$ cat config.mk
export PLATFORM = sky130hd
export DESIGN_NAME = alpha_blend_stage_flat
export DESIGN_NICKNAME = d
export VERILOG_FILES = /design/src/rtl/alpha_blend_stage_if.sv /design/src/rtl/alpha_blend_stage.sv /design/src/flat_wrapper.sv
export SDC_FILE = /design/constraint.sdc
export NUM_CORES = 1
export LEC_CHECK = 0
export BUFFER_PORTS_ARGS = -buffer_cell sky130_fd_sc_hd__buf_2
export CORE_MARGIN = 2
export CORE_UTILIZATION = 55
export CTS_BUF_LIST = sky130_fd_sc_hd__clkbuf_4
export CTS_CLUSTER_DIAMETER = 80
export DETAILED_ROUTE_END_ITERATION = 10
export GPL_TIMING_DRIVEN = 1
export PLACE_DENSITY_LB_ADDON = 0.2
export SYNTH_ARGS = -nofsm -noshare
export SYNTH_HDL_FRONTEND = slang
export SYNTH_SLANG_ARGS = --single-unit
export TNS_END_PERCENT = 10
$ cat constraint.sdc
create_clock -name clk -period 6.5 [get_ports clk]
set_clock_uncertainty 0.05 [all_clocks]
set_input_delay 0.975 -clock clk [delete_from_list [all_inputs] [get_ports clk]]
set_output_delay 0.975 -clock clk [all_outputs]
set_load 0.005 [all_outputs]
$ cat src/rtl/alpha_blend_stage_if.sv
// Pixel stream bundle for alpha_blend_stage: source-side beat in, blended beat out.
// slave = the blend stage, master = whatever drives the source and sinks the output.
interface alpha_blend_stage_if #(
   parameter int CH_W = 8
);
   logic [3*CH_W-1:0] in_pixel;
   logic              in_sof;
   logic              in_eol;
   logic              in_valid;
   logic              in_ready;
   logic [3*CH_W-1:0] out_pixel;
   logic              out_sof;
   logic              out_eol;
   logic              out_valid;
   logic              out_ready;

   modport slave (
      input  in_pixel, in_sof, in_eol, in_valid,
      output in_ready,
      output out_pixel, out_sof, out_eol, out_valid,
      input  out_ready
   );

   modport master (
      output in_pixel, in_sof, in_eol, in_valid,
      input  in_ready,
      input  out_pixel, out_sof, out_eol, out_valid,
      output out_ready
   );
endinterface

$ cat src/rtl/alpha_blend_stage.sv
// Two-stage valid/ready alpha blend of a flat overlay colour onto an RGB stream.
// Optional macro ALPHA_ROUND_EN: round-half-up instead of truncating the final /4.
module alpha_blend_stage #(
   parameter int CH_W   = 8,
   parameter int FCNT_W = 16
) (
   input  logic                 clk,
   input  logic                 rst_n,
   input  logic [2:0]           color,
   input  logic [2:0]           alpha_q,
   alpha_blend_stage_if.slave   bus,
   output logic [FCNT_W-1:0]    frame_count
);

   localparam int PX_W  = 3 * CH_W;
   localparam int SUM_W = CH_W + 3;

   function automatic logic [2:0] clamp_alpha(input logic [2:0] a);
      return (a > 3'd4) ? 3'd4 : a;
   endfunction

   function automatic logic [CH_W-1:0] scale_sum(input logic [SUM_W-1:0] s);
      logic [SUM_W-1:0] r;
`ifdef ALPHA_ROUND_EN
      r = s + SUM_W'(2);
`else
      r = s;
`endif
      r = r >> 2;
      return r[CH_W-1:0];
   endfunction

   logic              accept;
   logic              s2_free;
   logic [2:0]        act_color_q, act_color_d;
   logic [2:0]        act_alpha_q, act_alpha_d;
   logic [2:0]        sel_color;
   logic [2:0]        sel_alpha;

   logic [SUM_W-1:0]  ovp_d    [3];
   logic [SUM_W-1:0]  pxp_d    [3];
   logic [SUM_W-1:0]  ovp_p1_q [3];
   logic [SUM_W-1:0]  pxp_p1_q [3];
   logic              sof_p1_q, eol_p1_q, vld_p1_q;

   logic [PX_W-1:0]   pix_d;
   logic [PX_W-1:0]   pix_p2_q;
   logic              sof_p2_q, eol_p2_q, vld_p2_q;
   logic [FCNT_W-1:0] fc_q, fc_d;

   assign s2_free     = !vld_p2_q || bus.out_ready;
   assign bus.in_ready = !vld_p1_q || s2_free;
   assign accept      = bus.in_valid && bus.in_ready;

   // A sof beat blends with the settings it carries, not the stale held ones.
   always_comb begin
      sel_color   = act_color_q;
      sel_alpha   = act_alpha_q;
      act_color_d = act_color_q;
      act_alpha_d = act_alpha_q;
      if (bus.in_sof) begin
         sel_color = color;
         sel_alpha = clamp_alpha(alpha_q);
      end
      if (accept && bus.in_sof) begin
         act_color_d = sel_color;
         act_alpha_d = sel_alpha;
      end
   end

   always_comb begin
      for (int c = 0; c < 3; c++) begin
         ovp_d[c] = SUM_W'(sel_color[c] ? {CH_W{1'b1}} : {CH_W{1'b0}}) * SUM_W'(sel_alpha);
         pxp_d[c] = SUM_W'(bus.in_pixel[c*CH_W +: CH_W]) * SUM_W'(3'd4 - sel_alpha);
      end
   end

   always_ff @(posedge clk or negedge rst_n) begin
      if (!rst_n) begin
         act_color_q <= 3'd0;
         act_alpha_q <= 3'd4;
      end else begin
         act_color_q <= act_color_d;
         act_alpha_q <= act_alpha_d;
      end
   end

   // ---- stage 1: per-channel products ----
   always_ff @(posedge clk or negedge rst_n) begin
      if (!rst_n) begin
         vld_p1_q <= 1'b0;
      end else if (bus.in_ready) begin
         vld_p1_q <= bus.in_valid;
      end
   end

   always_ff @(posedge clk) begin
      if (accept) begin
         for (int c = 0; c < 3; c++) begin
            ovp_p1_q[c] <= ovp_d[c];
            pxp_p1_q[c] <= pxp_d[c];
         end
         sof_p1_q <= bus.in_sof;
         eol_p1_q <= bus.in_eol;
      end
   end

   // ---- stage 2: sum, divide by four, sideband ----
   always_comb begin
      pix_d = '0;
      for (int c = 0; c < 3; c++) begin
         pix_d[c*CH_W +: CH_W] = scale_sum(ovp_p1_q[c] + pxp_p1_q[c]);
      end
   end

   always_ff @(posedge clk or negedge rst_n) begin
      if (!rst_n) begin
         vld_p2_q <= 1'b0;
         pix_p2_q <= '0;
         sof_p2_q <= 1'b0;
         eol_p2_q <= 1'b0;
      end else if (s2_free) begin
         vld_p2_q <= vld_p1_q;
         if (vld_p1_q) begin
            pix_p2_q <= pix_d;
            sof_p2_q <= sof_p1_q;
            eol_p2_q <= eol_p1_q;
         end
      end
   end

   assign fc_d = (vld_p2_q && bus.out_ready && sof_p2_q) ? fc_q + FCNT_W'(1) : fc_q;

   always_ff @(posedge clk or negedge rst_n) begin
      if (!rst_n) begin
         fc_q <= '0;
      end else begin
         fc_q <= fc_d;
      end
   end

   assign bus.out_pixel = pix_p2_q;
   assign bus.out_sof   = sof_p2_q;
   assign bus.out_eol   = eol_p2_q;
   assign bus.out_valid = vld_p2_q;
   assign frame_count   = fc_q;

endmodule
$ cat src/flat_wrapper.sv
// flat-port wrapper written by rule: the top's interface ports become plain ports
module alpha_blend_stage_flat 
#(
   parameter int CH_W   = 8,
   parameter int FCNT_W = 16
)
  (clk, rst_n, color, alpha_q, frame_count, bus_in_pixel, bus_in_sof, bus_in_eol, bus_in_valid, bus_in_ready, bus_out_pixel, bus_out_sof, bus_out_eol, bus_out_valid, bus_out_ready);
  alpha_blend_stage_if #(.CH_W(CH_W)) bus_i ();
  input  logic clk;
  input  logic rst_n;
  input  logic [2:0] color;
  input  logic [2:0] alpha_q;
  output logic [FCNT_W-1:0] frame_count;
  input wire logic [$bits(bus_i.in_pixel)-1:0] bus_in_pixel;
  input wire logic [$bits(bus_i.in_sof)-1:0] bus_in_sof;
  input wire logic [$bits(bus_i.in_eol)-1:0] bus_in_eol;
  input wire logic [$bits(bus_i.in_valid)-1:0] bus_in_valid;
  output wire logic [$bits(bus_i.in_ready)-1:0] bus_in_ready;
  output wire logic [$bits(bus_i.out_pixel)-1:0] bus_out_pixel;
  output wire logic [$bits(bus_i.out_sof)-1:0] bus_out_sof;
  output wire logic [$bits(bus_i.out_eol)-1:0] bus_out_eol;
  output wire logic [$bits(bus_i.out_valid)-1:0] bus_out_valid;
  input wire logic [$bits(bus_i.out_ready)-1:0] bus_out_ready;
  assign bus_i.in_pixel = bus_in_pixel;
  assign bus_i.in_sof = bus_in_sof;
  assign bus_i.in_eol = bus_in_eol;
  assign bus_i.in_valid = bus_in_valid;
  assign bus_in_ready = bus_i.in_ready;
  assign bus_out_pixel = bus_i.out_pixel;
  assign bus_out_sof = bus_i.out_sof;
  assign bus_out_eol = bus_i.out_eol;
  assign bus_out_valid = bus_i.out_valid;
  assign bus_i.out_ready = bus_out_ready;
  alpha_blend_stage #(.CH_W(CH_W), .FCNT_W(FCNT_W)) u_core (.clk(clk), .rst_n(rst_n), .color(color), .alpha_q(alpha_q), .bus(bus_i), .frame_count(frame_count));
endmodule
==> results of run 1 <==
[final cells by class]
type	count	area [sq um]
diodes	1	2.50
repair buffers	83	425
flip-flops and latches	106	2930
clock buffers	10	75.1
fillers	1360	6080
multi-input cells	560	5450
clock inverters	6	114
inverters	158	593
well taps	216	270
[synthesized netlist by cell type, types with 11 or more instances]
cell type  instances
a21o_1            11
a21oi_1           30
and2_1            55
dfrtp_1           49
edfxtp_1          56
fa_1              85
ha_1              95
inv_1            158
nand2_1           74
o21ai_0           33
xnor2_1           62
xor2_1            25
[cells by family after synthesis]
group	count (synthesis)
adder cells (fa/ha/maj)	180
AND/OR/NAND/NOR	174
buffers and inverters	173
AO/OA/AOI/OAI	107
flip-flops	106
XOR/XNOR	88
multiplexers	11
[layer usage]
| layer | wire length, microns | vias up | track usage |
|---|---|---|---|
| li1 | - | 2841 | - |
| met1 | 7470 | 2681 | 0.274 |
| met2 | 6640 | 117 | 0.288 |
| met3 | 539 | 15 | 0.0215 |
| met4 | 280 | 0 | 0.0610 |
| met5 | 0 | - | 0 |
[power breakdown]
part	total [uW]	switching [uW]	leakage [uW]	internal [uW]
Sequential	1040	100	0.00118	937
Clock	417	217	0.000101	201
Combinational	1420	757	0.00346	659
Total	2870	1070	0.00474	1800
[worst paths after layout]
| check | to | slack (ns) |
|---|---|---|
| setup / recovery | u_core.pxp_p1_q[0][31]$_DFFE_PP_ | 1.01 |
| hold / removal | u_core.frame_count[15]$_DFFE_PN0P_ | 0.43 |
| setup reg to reg | u_core.pxp_p1_q[0][31]$_DFFE_PP_ | 1.56 |
| hold reg to reg | u_core.frame_count[15]$_DFFE_PN0P_ | 0.43 |
| max in group asynchronous | u_core.bus.out_pixel[15]$_DFFE_PN0P_ | 5.45 |
| min in group asynchronous | u_core.frame_count[5]$_DFFE_PN0P_ | 0.52 |
[sequential cells by signal, summed over array words and instances, names as in the netlist, 3 cells and up]
name	count
u_core.act_color_q	3
u_core.ovp_p1_q	24
u_core.pxp_p1_q	30
u_core.bus.out_pixel	24
u_core.act_alpha_q	3
u_core.frame_count	16
[through the flow]
stage               setup slack [ns]   util  std cells
finish                          1.01  0.618       1140
global route                   0.718  0.618       1140
CTS                             1.03  0.618       1139
detailed placement             0.518  0.606       1123
global placement               0.634  0.606       1123
floorplan                       1.40      -        839
==> impl_summary.md, run 1 <==
STA
The count of endpoints failing hold in the final timing report is 0. The number of max-slew violations in the final report is 0. The routed design could run at a clock period as short as ~5.5 ns. The worst hold-check slack is 0.433 ns. Summed over all failing endpoints, the final setup total negative slack is 0 ns. Setup violations remaining at the end of the flow were counted as 0. In the finished design, the share of the clock period the worst path needs comes to 0.845. Setup repair after global routing left no endpoint under its margin. In this run the tightest slew margin relative to its limit is 0.517. The peak clock frequency supported by timing is between 150 and 200 MHz. At the pin with the least slew margin, the transition time is 0.724 ns.

Cells and area
The top cell types in the final layout, fill and taps aside, are 158 x inv_1, 95 x ha_1, 85 x fa_1, 79 x buf_2, 74 x nand2_1. Of the cells placed in the final design, the portion with a size suffix greater than 1 is 0.140. Leaving out fill and tap cells, the most frequent cell in the layout is inv_1. The layout net count is around 1,100. Relative to the synthesized area, the layout overhead comes to 9.14%. Once layout is done, the placed cells without fillers occupy around 9900 sq um.

Die
The die covers about 17,000 sq um. From bottom edge to top edge, the die measures 132 microns. The I/O pin total is 80. In this run the standard cell core region covers roughly 16,000 sq um. The initial utilization of the core area, before any placement, comes to 0.567. In this run the core area contains between 40 and 50 standard-cell rows.

The floorplan step set the die width to ~130 microns.

Yosys
The share of the Yosys chip area taken by registers is 0.325. The synthesized design contains 56 enable-type register cells. The number of unique standard cell types used by synthesis is 47. By area, the combinational part of the netlist is dominated by adder cells. The net count of the mapped netlist is approximately 1,100. The most instantiated flip-flop cell in the synthesis netlist is edfxtp_1.

Synthesis produced a netlist whose cell count is roughly 840. Ranked by total cell area, the synthesized netlist is headed by fa_1 19%, edfxtp_1 19%, dfrtp_1 14%, ha_1 13%, inv_1 6.6%. The multiplexer share of the synthesized area is 0.0134. Of the total synthesized cell area, the portion taken by full adders, half adders and majority gates is 0.320.

Of the total synthesized cell area, the portion taken by XOR and XNOR cells is 0.0861. The number of synthesis warnings is 0. The compound-cell area share of the yosys netlist came to 0.0843. The share of flip-flops with an asynchronous set or reset after synthesis is 0.472. Of the total synthesized cell area, the portion taken by AND, OR, NAND and NOR gates is 0.0988. After synthesis the netlist holds a flip-flop and latch count of between 100 and 150. The mean instance size in the synthesized netlist is around 11 sq um.

The netlist area before placement is roughly 9000 sq um. Of all cell types, the one taking the most synthesized area is fa_1. Of the post-synthesis cell area, the dominant cell type holds 0.188.

Worst setup path
On the worst path, the slowest cell contributes a delay of roughly 0.57 ns. Counting buffers and inverters, the worst setup path is 16 cells deep. The launching point of the worst reg2reg path is u_core.act_alpha_q[0]$_DFFE_PN0P_. The start point of the critical path is bus_in_sof. The kind of end point of the critical path is a register.

The type of the worst setup path is in2reg. The combined buffer and inverter count along the critical path is 5. The number of cell instances on the worst register-to-register path is 15. The required time at the worst-slack endpoint is between 6 and 7 ns. The data arrival time of the worst path is 5.68 ns. STA classifies the critical path startpoint as an input pin. The slowest cell on the critical path is mux2_2. The kind of cell with the highest combined delay along the critical path is adder cells. The cell repeated most along the worst path is fa_1. The worst-path maximum fanout is 25. Walking the worst path, the cells encountered are buf_2, mux2_2, xnor2_2, buf_4, nand2_1, fa_1, inv_1, fa_1, fa_1, inv_1, fa_1, inv_1, ha_1, a21o_1, a21oi_1, xnor2_1.

CTS
Counting the buffers created by CTS gives 9. The clock slew at the register clock pins of the worst setup and hold paths is roughly 0.15 ns. The quantity of gates resized following cts is 0. The maximum root-to-sink buffer count is 2. The buffers inserted during post-CTS setup optimization is 0.

The clock latency reported for the late side of the worst-skew pair is ~0.47 ns. The H-tree generated during clock tree synthesis spans 3 levels. Clock tree synthesis found a total of ~110 sinks. The number of hold buffers added after cts is 0.

The root buffer cell chosen for the clock tree is clkbuf_4. The clock tree from TritonCTS is done.

Placed design
The final HPWL from detailed placement is ~12,000 microns. The placed standard-cell area is 9670 sq um. The number of buffer cells added on primary ports is 79. Routability-driven placement finished with a final weighted congestion of between 0.7 and 0.8.

Power and ir drop
The worst voltage drop across the vdd grid is between 100 and 150 uV. After layout, the design draws a total of around 2900 uW. The leakage component of the power is 0.00474 uW. The total power divided by cell area is just under 300 nW/um^2.

Min path
The class of the worst hold path is reg2reg. The critical hold path startpoint is u_core.frame_count[15]$_DFFE_PN0P_. Along the worst hold path, the cell count comes to 1.

Drt
The total wire length after detailed routing is 14,900 microns. The routed layout has approximately 5,700 vias. Dividing the detail-routed via count by the number of cells gives a little under 5. After detailed routing, the average wire length per cell comes to 13.1 microns. In this run, the number of DRC markers left after iteration 0 of detailed routing was between 200 and 250. The first detailed-routing pass ran for 4 iterations.

The post-detailed-route count of antenna-violating nets is 0. In the routed design, unresolved DRC markers number 0.

Global routing
The via count of the first global-routing pass is approximately 5,700. The initial antenna violation count is 1. The global router's overall resource usage is 0.186. The wire length of the first global-routing pass is 26,500 microns. The maximum number of pins on one net before global-route repair is 57. The total overflow reported by the global router is 0.

Outcome
The flow ran to the end, and the final reports show no timing, DRC or antenna violations.

Job
The number of maximum-capacitance constraint violations is 0.
Power figures use the tool's default switching activity.
==> inputs of run 2 (changes only) <==
ABC_AREA = 1   (was not set)
clock period = 5 ns   (was 6.5 ns; I/O delays follow)
==> run 2 against run 1 <==
Net effect:
- sequential share of layout area is 2.3 points lower
- wire length up 20%
- critical path depth is 9 higher
- clock-buffer cell count fell by 1
- first-iteration DRC count rose by 51%
- clock power rose by 6.7%
- critical endpoint unchanged
- highest routed layer unchanged
==> impl_summary.md, run 2 <==
CTS
The clock slew at the register clock pins of the worst setup and hold paths came to 0.16 ns (about the same). In this run the clock root is driven by a clkbuf_4. The number of hold buffers added after cts was 0 (unchanged).

The quantity of gates resized following cts is 0 (unchanged). The maximum root-to-sink buffer count is 2 (unchanged). The clock tree from TritonCTS is done. The clock latency reported for the late side of the worst-skew pair is 0.47 ns (about the same). The TritonCTS buffer count is 9 (unchanged).

The CTS H-tree depth came to 3 (unchanged). The TritonCTS sink count is 106 (unchanged). The buffers inserted during post-CTS setup optimization came to 0 (unchanged).

Global routing
The maximum number of pins on one net before global-route repair was 51 (-11%). The wire length of the first global-routing pass came to 31,300 microns (+18%). The global router's overall resource usage is 0.212 (+0.0262). The initial antenna violation count is 1 (unchanged). The total overflow reported by the global router is 0 (unchanged).

The via count of the first global-routing pass is 6,884 (+21%).

Yosys
The number of synthesis warnings was 0 (unchanged). The number of flip-flops and latches in the synthesized netlist is 106 (unchanged). Sorting the synthesized cells by area gives the leading types as fa_1 18%, edfxtp_1 18%, dfrtp_1 13%, ha_1 12%, inv_1 9.4%. The largest area contributor in the netlist is fa_1.

The netlist area before placement is 9550 sq um (+5.7%). The count of flip-flops with a built-in enable after synthesis is 56 (unchanged). The most frequently used cell type in the post-synthesis netlist is inv_1. The most instantiated flip-flop cell in the synthesis netlist is edfxtp_1. The synthesized instance count is 1,089 (+30%). The mean instance size in the synthesized netlist is 8.77 sq um (-19%). The share of flip-flops with an asynchronous set or reset after synthesis is 0.472 (unchanged). The net count of the mapped netlist is 1,305 (+24%). The number of unique standard cell types used by synthesis is 40 (-15%). The share of the synthesized area in the top cell type was 0.178 (-0.0102). The sequential-to-total area share from yosys stat is 0.307 (-0.0177). After synthesis, the most frequently instantiated cells are 238 x inv_1, 219 x nand2_1, 108 x nor2_1, 95 x ha_1, 85 x fa_1.

Placed design
The number of buffer cells added on primary ports is 79 (unchanged). The placer congestion estimate is 0.871 (+9.2%). The setup slack at placement is -0.169 ns (-0.687 ns).

The number of placed instances, taps included is 1,428 (+27%). The placed standard-cell area is 10,500 sq um (+8.9%). The final HPWL from detailed placement is 14,900 microns (+21%).

Power and ir drop
The total power divided by cell area came to 417 nW/um^2 (+43%). The leakage component of the power is 0.00567 uW (+20%). The worst voltage drop across the vdd grid is 158 uV (+43%).

Worst setup path
The endpoint of the most critical register-to-register path is u_core.pxp_p1_q[0][31]$_DFFE_PP_. The launching point of the worst reg2reg path is u_core.act_alpha_q[0]$_DFFE_PN0P_. The worst-path maximum fanout came to 7 (-72%). The setup slack of the most critical reg-to-reg path is 0.44 ns (-1.12 ns). The required time at the worst-slack endpoint was 5.20 ns (-1.49 ns).

The most critical setup path has its endpoint at u_core.pxp_p1_q[0][31]$_DFFE_PP_. The type of the worst setup path is in2reg. The most critical setup path has its startpoint at bus_in_sof. The data arrival time of the worst path is 4.84 ns (-0.84 ns). STA classifies the critical path endpoint as a register. The sort of element at the start of the critical path is an input pin. The number of cell instances on the worst register-to-register path is 24 (+9).

Cells and area
Leaving out fill and tap cells, the most frequent cell in the layout is inv_1. The ratio of cells with drive above 1 in the final layout is 0.148 (+0.00790). The post-synthesis to final-layout area growth is 11.7%. The layout net count is 1,430 (+26%). The number of flip-flops under the largest register name is 30 (unchanged). In the layout the commonest cells are 237 x inv_1, 219 x nand2_1, 108 x nor2_1, 95 x ha_1, 85 x fa_1. The filler cell count is 1,508 (+11%). The register name with the most flops is u_core.pxp_p1_q. The final design instance area without fill is 10,700 sq um (+8.2%).

The final cell count without fillers is 1,445 (+27%).

Drt
The violation count after the first detailed-routing iteration is 373 (+51%). The total vias in the final route is 7,037 (+24%). The post-detailed-route count of antenna-violating nets is 0 (unchanged).

The average vias per placed instance was 4.87 (-1.8%). The average detailed-routed wire length per instance was 12.4 microns (-5.3%). The total wire length after detailed routing came to 17,900 microns (+20%). The first-pass iteration count of the detailed router came to 5 (+1). The post-detailed-route DRC marker count is 0 (unchanged).

STA
The post-layout minimum cycle time is around 4.6 ns. The setup-violating endpoint count in the final report is 0 (unchanged). The slack of the critical path is 0.364 ns (-0.642 ns). Setup repair after global routing left no endpoint under its margin. The number of max-slew violations in the final report came to 0 (unchanged). Derived from the worst setup path, the maximum achievable clock frequency is roughly 220 MHz. The slew at the pin with the worst max-slew slack was 0.757 ns (+0.0322 ns). The worst hold-check slack was 0.301 ns (-0.132 ns). The share of the clock period used by the worst path is 0.927.

The final-layout setup total negative slack was 0 ns (unchanged). The count of endpoints failing hold in the final timing report is 0 (unchanged). The worst slew margin relative to its limit is 0.493 (-0.0246).

Die
The height of the chip came to 136 microns (+2.7%). The site row count is 48 (+4.3%). The I/O pin total came to 80 (unchanged). The area of the die came to 18,400 sq um (+5.6%). The core area is 17,100 sq um (+7.4%). The die width is 136 microns (+2.7%). The initial core utilization is 0.558 (-0.00852).

Min path
The worst hold path belongs to the class in2async.

Outcome
The flow ran to the end, and the final reports show no timing, DRC or antenna violations.

Job
The number of maximum-capacitance constraint violations is 0 (unchanged).
run 2: power by group:
| group | switching [uW] | internal [uW] | total [uW] |
|---|---|---|---|
| registers | 145 | 1260 | 1410 |
| clock network | 288 | 157 | 445 |
| logic | 1500 | 1100 | 2600 |
run 2: cell type report:
type,count,area [sq um],share of cell area
diodes,1,2.50,0.000234
clock buffers,9,67.6,0.00633
clock inverters,7,77.6,0.00727
repair buffers,126,748,0.0701
flip-flops and latches,106,2930,0.275
inverters,244,928,0.0870
multi-input cells,727,5630,0.528
well taps,225,282,0.0264
run 2: critical path, cell delays in order:
cell	delay, ns
buf_2	0.18
nand3_2	0.12
nand2_4	0.11
inv_4	0.06
nand2_8	0.07
nand2_1	0.06
inv_1	0.20
nand2_1	0.12
fa_1	0.52
inv_1	0.05
fa_1	0.47
fa_1	0.54
inv_1	0.05
fa_1	0.53
inv_1	0.04
ha_1	0.29
nand2_1	0.07
inv_1	0.05
nand4_1	0.07
nand3_1	0.08
xor2_1	0.16
inv_1	0.06
nand3_1	0.07
nand2_1	0.07
inv_1	0.04
run 2: worst min path at each step:
stage	start	end	slack (ns)	depth (start not counted)
after floorplan	u_core.eol_p1_q$_DFFE_PP_	u_core.bus.out_eol$_DFFE_PN0P_	0.37	2
after global placement	u_core.eol_p1_q$_DFFE_PP_	u_core.bus.out_eol$_DFFE_PN0P_	0.37	2
after detailed placement	u_core.eol_p1_q$_DFFE_PP_	u_core.bus.out_eol$_DFFE_PN0P_	0.39	2
after CTS	rst_n	u_core.bus.out_pixel[4]$_DFFE_PN0P_	0.32	2
after global routing	rst_n	u_core.bus.out_pixel[4]$_DFFE_PN0P_	0.34	2
final	rst_n	u_core.bus.out_pixel[4]$_DFFE_PN0P_	0.30	2
run 2: cells by family (layout without fill, tap and decap cells):
| family | count (synthesis) | in the layout | synth area share |
|---|---|---|---|
| AND/OR/NAND/NOR | 426 | 426 | 0.201 |
| buffers and inverters | 256 | 386 | 0.103 |
| flip-flops | 106 | 106 | 0.307 |
| adder cells (fa/ha/maj) | 180 | 180 | 0.303 |
| other | 0 | 1 | 0 |
| AO/OA/AOI/OAI | 72 | 72 | 0.0409 |
| XOR/XNOR | 46 | 46 | 0.0422 |
| multiplexers | 3 | 3 | 0.00327 |
run 2: through the flow:
| step | utilization | total power [uW] |
|---|---|---|
| final | 0.624 | 4450 |
| after CTS | 0.623 | 4490 |
| after global placement | 0.615 | 3950 |
| after floorplan | - | 3250 |
| after global routing | 0.624 | 4950 |
| after detailed placement | 0.615 | 4030 |
run 2: routing by layer:
metal  track usage  vias to the layer above  share of wire
met3        0.0254                       15          0.042
met5             0                        -              0
li1              -                     3606              -
met1         0.295                     3271           0.48
met2         0.356                      145           0.46
met4        0.0515                        0          0.012
==> inputs of run 3 (changes only) <==
CTS_BUF_LIST = not set   (was sky130_fd_sc_hd__clkbuf_4)
CTS_CLUSTER_SIZE = 20   (was not set)
PLACE_DENSITY = 0.8   (was not set)
PLACE_DENSITY_LB_ADDON = not set   (was 0.2)
==> run 3 against run 2 <==
Net effect:
- clock power rose by 62%
- largest power group unchanged
- via count increased by 2.3%
- combinational power about the same
- register-to-register slack worse by 0.07 ns
- power is 7.1% higher
- sequential power is essentially flat
- die area did not move
- critical path type unchanged
- largest cell class unchanged
- global-route usage up 0.60 points
- flip-flop and latch count did not move
- wire length up 5.8%
- setup slack got worse by 0.19 ns
- highest routed layer unchanged
- clock-buffer cell count rose by 3
==> impl_summary.md, run 3 (synthesis results as in run 2) <==
STA
The slack of the critical path is 0.177 ns (-0.187 ns). The share of the clock period used by the worst path is 0.965 (+0.0375). The number of max-slew violations in the final report is 0 (unchanged). The setup-violating endpoint count in the final report came to 0 (unchanged). The count of endpoints failing hold in the final timing report is 0 (unchanged).

The slew at the pin with the worst max-slew slack is 0.736 ns (-0.0208 ns). The worst slew margin relative to its limit came to 0.506 (+0.0140). Setup repair after global routing could not meet its margin everywhere. The post-layout minimum cycle time is 4.82 ns (+0.188 ns). The peak clock frequency supported by timing is 207 MHz (-3.9%).

Cells and area
The top cell types in the final layout, fill and taps aside, are 235 x inv_1, 219 x nand2_1, 105 x nor2_1, 95 x ha_1, 85 x fa_1. The layout net count was 1,435 (+0.35%). The most common library cell in the layout ignoring fill and taps is inv_1.

The number of flip-flops under the largest register name is 30 (unchanged). The ratio of cells with drive above 1 in the final layout is 0.155 (+0.00757). Relative to the synthesized area, the layout overhead comes to 13.9%. The filler cell count was 1,402 (-7.0%). The area occupied by registers is 2930 sq um (unchanged).

The register with the most flip-flops in the final layout is u_core.pxp_p1_q. The count of antenna diodes in the layout is 0 (-1). The area taken by multi-input logic gates is 5640 sq um (+0.13%).

Worst setup path
The worst register-to-register path begins at u_core.act_alpha_q[2]$_DFFE_PN1P_. The required time at the worst-slack endpoint was 5.06 ns (-0.14 ns). The setup slack of the most critical reg-to-reg path came to 0.37 ns (-0.07 ns). The data arrival time of the worst path came to 4.88 ns (+0.04 ns). The endpoint identified for the worst register-to-register timing path is u_core.pxp_p1_q[0][9]$_DFFE_PP_. The sort of element at the start of the critical path is an input pin. The combined buffer and inverter count along the critical path was 7 (-2). Traced cell by cell, the critical path runs through clkbuf_4, inv_6, nand2_2, nand2_4, inv_4, nand2_8, nand2_8, nor2_1, fa_1, inv_1, fa_1, fa_1, fa_1, inv_1, ha_1, a21oi_1, nand3_1, xor2_1, inv_1, nand3_1, nand2_1, inv_1. The slowest cell on the critical path is fa_1. STA classifies the critical path endpoint as a register. The gate family responsible for the most delay along the worst path is adder cells. The highest cell delay on the worst timing path was 0.55 ns (about the same). The worst-path maximum fanout was 16 (+9).

The number of cell instances on the worst register-to-register path came to 22 (-8.3%). The setup path with the least slack is of type in2reg.

Job
The number of maximum-capacitance constraint violations is 0 (unchanged).

Drt
The violation count after the first detailed-routing iteration is 377 (+1.1%). The total wire length after detailed routing is 19,000 microns (+5.8%). The average vias per placed instance came to 4.97 (+2.0%).

The post-detailed-route count of antenna-violating nets was 0 (unchanged). The first-pass iteration count of the detailed router was 6 (+1). The average detailed-routed wire length per instance is 13.1 microns (+5.5%). The total vias in the final route is 7,196 (+2.3%). The post-detailed-route DRC marker count is 0 (unchanged).

Placed design
The number of buffer cells added on primary ports is 79 (unchanged). The placer congestion estimate is 0.875 (+0.52%). The final HPWL from detailed placement is 15,600 microns (+4.4%). The setup slack at placement was -0.326 ns (-0.157 ns).

Global routing
The wire length of the first global-routing pass is 32,100 microns (+2.6%). The global router's overall resource usage is 0.218 (+0.00600). The global-route track usage on met3 is 0.0236 (-0.00187).

The met2 track demand over resource in global routing came to 0.374 (+0.0174). The routing usage on met1 is 0.295 (about the same). The total overflow reported by the global router is 0 (unchanged). The initial antenna violation count is 0 (-1). The global routing stage identified its most utilized layer as met2. The via count of the first global-routing pass is 7,108 (+3.3%). The maximum number of pins on one net before global-route repair is 45 (-12%).

Die
The site row count is 48 (unchanged). The core area is 17,100 sq um (unchanged). The area of the die was 18,400 sq um (unchanged). The I/O pin total is 80 (unchanged).

The height of the chip was 136 microns (unchanged). The initial core utilization was 0.558 (unchanged). The die width is 136 microns (unchanged).

CTS
The TritonCTS sink count came to 106 (unchanged). The clock slew at the register clock pins of the worst setup and hold paths is 0.07 ns (-0.09 ns). The CTS H-tree depth came to 3 (unchanged). TritonCTS built the clock tree. The clock latency reported for the late side of the worst-skew pair is 0.34 ns (-0.13 ns).

The TritonCTS buffer count is 9 (unchanged). The maximum root-to-sink buffer count was 2 (unchanged). The cell at the root of the clock tree is clkbuf_16.

Power and ir drop
The worst voltage drop across the vdd grid came to 241 uV (+52%). The leakage component of the power is 0.00577 uW (+1.8%). The power consumption is 4760 uW (+7.1%).

The total power divided by cell area is 438 nW/um^2 (+5.0%).

Min path
The worst hold path belongs to the class in2async.

Outcome
The flow ran to the end, and the final reports show no timing, DRC or antenna violations.
## run 3: changes by cell type in the layout (fill, tap and decap cells not counted), moves of 2 or more
| cell | before | now |
|---|---|---|
| clkbuf_16 | 0 | 9 |
| clkbuf_4 | 9 | 1 |
| buf_4 | 47 | 51 |
| nor2_1 | 108 | 105 |
| nor2_2 | 6 | 9 |
| clkbuf_8 | 0 | 2 |
| clkinv_2 | 0 | 2 |
| inv_1 | 237 | 235 |
## run 3: layer usage
layer,part of all wire,up-vias
met1,0.45,3372
met3,0.049,25
met4,0.016,0
li1,-,3607
met2,0.48,192
met5,0,-
## run 3: timing repair
item / CTS / global route
setup buffers: 0 / 0
endpoints found under the hold margin: 0 / 0
setup endpoints to repair: 0 / 3
resized for setup: 0 / 7
hold buffers: 0 / 0
## run 3: how the worst max path moves through the flow
stage                     depth (start not counted)       start  slack, ns                                to
after floorplan                                  25  bus_in_sof     0.0002  u_core.pxp_p1_q[0][20]$_DFFE_PP_
after global placement                           24  bus_in_sof      -0.08   u_core.pxp_p1_q[0][9]$_DFFE_PP_
after detailed placement                         25  bus_in_sof      -0.33   u_core.pxp_p1_q[0][9]$_DFFE_PP_
after CTS                                        25  bus_in_sof       0.04   u_core.pxp_p1_q[0][9]$_DFFE_PP_
after global routing                             25  bus_in_sof      -0.03   u_core.pxp_p1_q[0][9]$_DFFE_PP_
final                                            22  bus_in_sof       0.18  u_core.pxp_p1_q[0][20]$_DFFE_PP_
## run 3: area by class of cell
class                           count  share of cell area
Multi-Input combinational cell    727               0.518
Tap cell                          225              0.0259
Clock buffer                       12              0.0236
Sequential cell                   106               0.270
Timing Repair Buffer              131              0.0728
Inverter                          244              0.0856
Clock inverter                      4             0.00448
## run 3: per-stage QoR
stage	instance area (sq um)	instances	util	TNS (ns)	hold slack, ns
floorplan	9560	1089	-	0	0.368
global placement	10600	1433	0.617	-0.241	0.372
detailed placement	10600	1433	0.617	-1.26	0.384
CTS	10900	1449	0.635	0	0.181
global route	10900	1449	0.636	-0.0556	0.183
finish	10900	1449	0.636	0	0.189
## run 3: power by group
part           switching, uW  internal, uW
sequential               149          1260
combinational           1520          1110
clock                    307           416
total                   1970          2790
## run 3: worst register-to-register path, cell delays in order, from the launching register on
cell	delay, ns
dfstp_2	0.56
nor2_4	0.05
nor2_8	0.15
inv_2	0.08
nand2_2	0.09
nand2_4	0.10
clkinvlp_4	0.16
nor2_1	0.07
fa_1	0.41
fa_1	0.52
inv_1	0.06
fa_1	0.46
fa_1	0.55
inv_1	0.05
ha_1	0.30
a21o_1	0.19
nand2_1	0.05
nand3_1	0.08
xor2_1	0.15
inv_1	0.07
nand3_1	0.08
nand2_1	0.07
inv_1	0.03
